===== src/rtl/id_ex.sv =====
// rtl/id_ex.sv - ID/EX pipeline register with stall hold and optional flush bubble (ID_EX_FLUSH_EN)
module id_ex #(
   parameter int DATA_W = 32,
   parameter int REG_W  = 5
) (
   input  logic              clk,
   input  logic              rst_n,
   input  logic              stall,
   input  logic              flush,
   input  logic [1:0]        ctlwb_out,
   input  logic [2:0]        ctlm_out,
   input  logic [3:0]        ctlex_out,
   input  logic [DATA_W-1:0] npc,
   input  logic [DATA_W-1:0] readdat1,
   input  logic [DATA_W-1:0] readdat2,
   input  logic [DATA_W-1:0] signext_out,
   input  logic [REG_W-1:0]  instr_2016,
   input  logic [REG_W-1:0]  instr_1511,
   output logic [1:0]        wb_ctlout,
   output logic [2:0]        m_ctlout,
   output logic [3:0]        ex_ctlout,
   output logic [DATA_W-1:0] npcout,
   output logic [DATA_W-1:0] rdata1out,
   output logic [DATA_W-1:0] rdata2out,
   output logic [DATA_W-1:0] s_extendout,
   output logic [REG_W-1:0]  instrout_2016,
   output logic [REG_W-1:0]  instrout_1511
);

   logic do_flush;

`ifdef ID_EX_FLUSH_EN
   assign do_flush = flush;
`else
   logic unused_flush;
   assign unused_flush = flush;
   assign do_flush     = 1'b0;
`endif

   // A flush overrides stall: the bubble carries fresh data but no control, so it has no effect downstream.
   always_ff @(posedge clk or negedge rst_n) begin
      if (!rst_n) begin
         wb_ctlout     <= '0;
         m_ctlout      <= '0;
         ex_ctlout     <= '0;
         npcout        <= '0;
         rdata1out     <= '0;
         rdata2out     <= '0;
         s_extendout   <= '0;
         instrout_2016 <= '0;
         instrout_1511 <= '0;
      end else if (do_flush) begin
         wb_ctlout     <= '0;
         m_ctlout      <= '0;
         ex_ctlout     <= '0;
         npcout        <= npc;
         rdata1out     <= readdat1;
         rdata2out     <= readdat2;
         s_extendout   <= signext_out;
         instrout_2016 <= instr_2016;
         instrout_1511 <= instr_1511;
      end else if (!stall) begin
         wb_ctlout     <= ctlwb_out;
         m_ctlout      <= ctlm_out;
         ex_ctlout     <= ctlex_out;
         npcout        <= npc;
         rdata1out     <= readdat1;
         rdata2out     <= readdat2;
         s_extendout   <= signext_out;
         instrout_2016 <= instr_2016;
         instrout_1511 <= instr_1511;
      end
   end

endmodule


===== config.mk =====
export PLATFORM = sky130hd
export DESIGN_NAME = id_ex
export DESIGN_NICKNAME = d
export VERILOG_FILES = /design/src/rtl/id_ex.sv
export SDC_FILE = /design/constraint.sdc
export NUM_CORES = 1
export LEC_CHECK = 0
export ABC_AREA = 1
export CAP_MARGIN = 5
export CORE_MARGIN = 3
export CORE_UTILIZATION = 25
export CTS_BUF_LIST = sky130_fd_sc_hd__clkbuf_4
export DETAILED_ROUTE_END_ITERATION = 8
export GPL_TIMING_DRIVEN = 0
export PLACE_DENSITY = 0.62
export SETUP_SLACK_MARGIN = 0.2
export SLEW_MARGIN = 5
export SYNTH_ARGS = -nofsm -noshare
export SYNTH_HDL_FRONTEND = slang
export SYNTH_SLANG_ARGS = --single-unit

===== constraint.sdc =====
create_clock -name clk -period 1.08 [get_ports clk]
set_input_delay 0.216 -clock clk [delete_from_list [all_inputs] [get_ports clk]]
set_output_delay 0.216 -clock clk [all_outputs]
set_load 0.05 [all_outputs]

==> results.ini <==
[finish]
drive_gt1_share_pct = 28.2
final_net_count = 1152
design_area_um2 = 9840
final_util_pct = 46.1
fin_cells = 1290
areaGrowthSynthToFinish_pct = 78.5

[routing]
dr.pass1.iters = 4
via_per_inst = 4.10
drtIter0Drc = 317
vias = 5288
wl_mm = 19.0
post_drt_wl_per_cell_um = 14.8
antenna_left = 0
drc = 0

[worst_hold_path]
hold_class = primary input to asynchronous set/reset pin

[cts]
cts.clk_slew.worst_paths_ns = 0.15
cts_made_buffers = 17
root_buffer = clkbuf_4
cts_tree = done
htreeDepth = 4
clock-sinks = 147
clk_latency_ns = 0.53
clockBufferDepth = 2

[critical_path]
cp_max_fo = 2
cpPeakStageDelay_ns = 0.43
critPathLaunchType = flip-flop
worstSetupStartpoint = m_ctlout[1]$_DFFE_PN0N_
crit_path_top_delay_cell = dfrtp_1
r2r_start = npcout[4]$_DFFE_PN0N_
required_ns = 0.86
cp_num_cells = 1
setup.worst_path.class = flip-flop to output pin
critical_path.top_delay_family = flip-flops
cp_num_buf_inv = 1
cp_cell_sequence = buf_6
cp_data_arrival_time_ns = 1.12
cp-end-kind = output pin
rr_worst_depth = 4

[floorplan]
die_x_um = 154
coreArea_um2 = 21400
initial_core_util_pct = 25.8
dieArea_um2 = 23900
io_pins = 298
num_rows = 53
die_h_um = 154

[synthesis]
avgSynthCellArea_um2 = 8.87
ys_seq_area_share_pct = 66.8
synth.largest_area_cell = dfrtp_1
syn_nets = 772
ys_async_sr_fraction_pct = 100
ys.flop_type = dfrtp_1
synthTopCellsByCount = 441 x nand2_1, 147 x dfrtp_1, 26 x buf_2
syn-cell-area_um2 = 5510
synth.area.top_cells = dfrtp_1 67%, nand2_1 30%, buf_2 2.4%, buf_4 0.68%, clkbuf_1 0.068%
netlist_instances = 621
synth_warnings = 0
ys_ff_latch = 147
yosys.area.top_type_share_pct = 66.8
synth_most_common_cell = nand2_1
synth_edf_count = 0
yosysUniqueCellTypes = 6

[power_and_ir_drop]
seq_power_share_pct = 43.8
leakage_nw = 5.16
p_per_area_nw_per_um2 = 1470
pwr-share-comb_pct = 32.4
p_sw_share_pct = 36.8
clockPowerShare_pct = 23.7
intPower_w = 0.00916
p_sw_w = 0.00533
vdd_drop_max_uv = 687

[placement]
portBuffers = 296
dpl-instance-area_um2 = 8850
dp_slack_ns = -0.656
dpl.hpwl_mm = 13.5
gp_congestion = 0.776
dp.cells = 1193

[grt]
grt_pass1_wl_mm = 29.6
antenna_found_initial = 1
grt_max_degree = 79
grt_pass1_vias = 5315
track_usage_pct = 15.7
grt_overflow_total = 0

[timing]
fin_crit_ns = 1.33
hold_violations = 69
slew_headroom_pct = 62.3
period_share_pct = 124
slew_violations = 0
setup_slack_ns = -0.255
max_freq_mhz = 749
worst_slew_pin_slew_ns = 0.566
holdWs_ns = -0.373
setup_viol = 147
final.setup_skew_ns = 0
rsz0062_at_grt = yes

[run_status]
outcome = finished with violations
violations = hold timing, setup timing

[job]
drv_cap = 0

-- what timing repair did --
item,CTS,global route
hold endpoints to repair,69,69
setup endpoints to repair,262,147
setup buffers,26,38
pin swaps,0,8
resized for setup,1033,15
-- worst register-to-register path: cells and delay by family (launching register included) --
kind                   cells  cell delay (ns)
DFF                        1             0.43
and+or+nand+nor            2             0.10
buffers and inverters      2             0.26
-- metrics by stage --
step	hold slack, ns	setup TNS [ns]	power, W
2_1_floorplan	-0.0796	0	0.00866
3_3_place_gp	0.461	-1068.12	0.0106
3_5_place_dp	0.214	-110.24	0.0106
4_1_cts	-0.417	-45.24	0.0145
5_1_grt	-0.426	-50.72	0.0153
6_report	-0.373	-33.37	0.0145
-- cells in the final DEF, fill, tap and decap left out, drive strengths merged --
cell type and instances:
buf 244, bufinv 1, clkbuf 20, clkdlybuf4s50 147
clkinv 4, clkinvlp 4, dfrtp 147, diode 1
dlygate4sd2 1, inv 5, nand2 441
-- layer usage --
metal	up-vias	track usage, %	part of all wire (%)
met5	-	0	0
met1	2444	19.9	42
met3	11	6.38	9.3
li1	2617	-	-
met4	0	3.45	1.1
met2	216	25.5	48
-- power by group through the flow --
| stage | registers (W) | logic (W) | clock network (W) |
|---|---|---|---|
| 2_1_floorplan | 0.00808 | 0.000578 | 0 |
| 3_3_place_gp | 0.00634 | 0.00424 | 0 |
| 3_5_place_dp | 0.00635 | 0.00427 | 0 |
| 4_1_cts | 0.00635 | 0.00454 | 0.00363 |
| 5_1_grt | 0.00641 | 0.00498 | 0.00386 |
| 6_report | 0.00635 | 0.00470 | 0.00344 |
-- final cells by class --
type / count / area, um^2
Buffer: 32 / 179
Sequential cell: 147 / 3680
Timing Repair Buffer: 361 / 3680
Clock inverter: 13 / 128
Inverter: 1 / 3.75
Tap cell: 275 / 344
Fill cell: 2066 / 11500
Antenna cell: 1 / 2.50
Clock buffer: 19 / 143
Multi-Input combinational cell: 441 / 1680
-- path summary, 6_finish.rpt --
| path | slack (ns) | to |
|---|---|---|
| min reg2reg | 0.52 | rdata1out[14]$_DFFE_PN0N_ |
| max reg2reg | 0.21 | npcout[4]$_DFFE_PN0N_ |
| min | -0.37 | npcout[0]$_DFFE_PN0N_ |
| max in group asynchronous | 0.65 | s_extendout[3]$_DFFE_PN0N_ |
| min in group clk | 0.21 | npcout[29]$_DFFE_PN0N_ |
| max | -0.25 | m_ctlout[1] |
-- sequential cells by signal, summed over array words and instances, names as in the netlist --
signal and flops:
npcout 32, m_ctlout 3, s_extendout 32, wb_ctlout 2, ex_ctlout 4, instrout_1511 5
rdata2out 32, rdata1out 32, instrout_2016 5
-- kinds of logic (layout without fill, tap and decap cells) --
logic type	count (synthesis)	after routing	share of synthesized area, %
DFF	147	147	66.8
and+or+nand+nor	441	441	30.0
buffers and inverters	33	426	3.18
other	0	1	0
No activity file was read; power rests on OpenSTA's default activity.
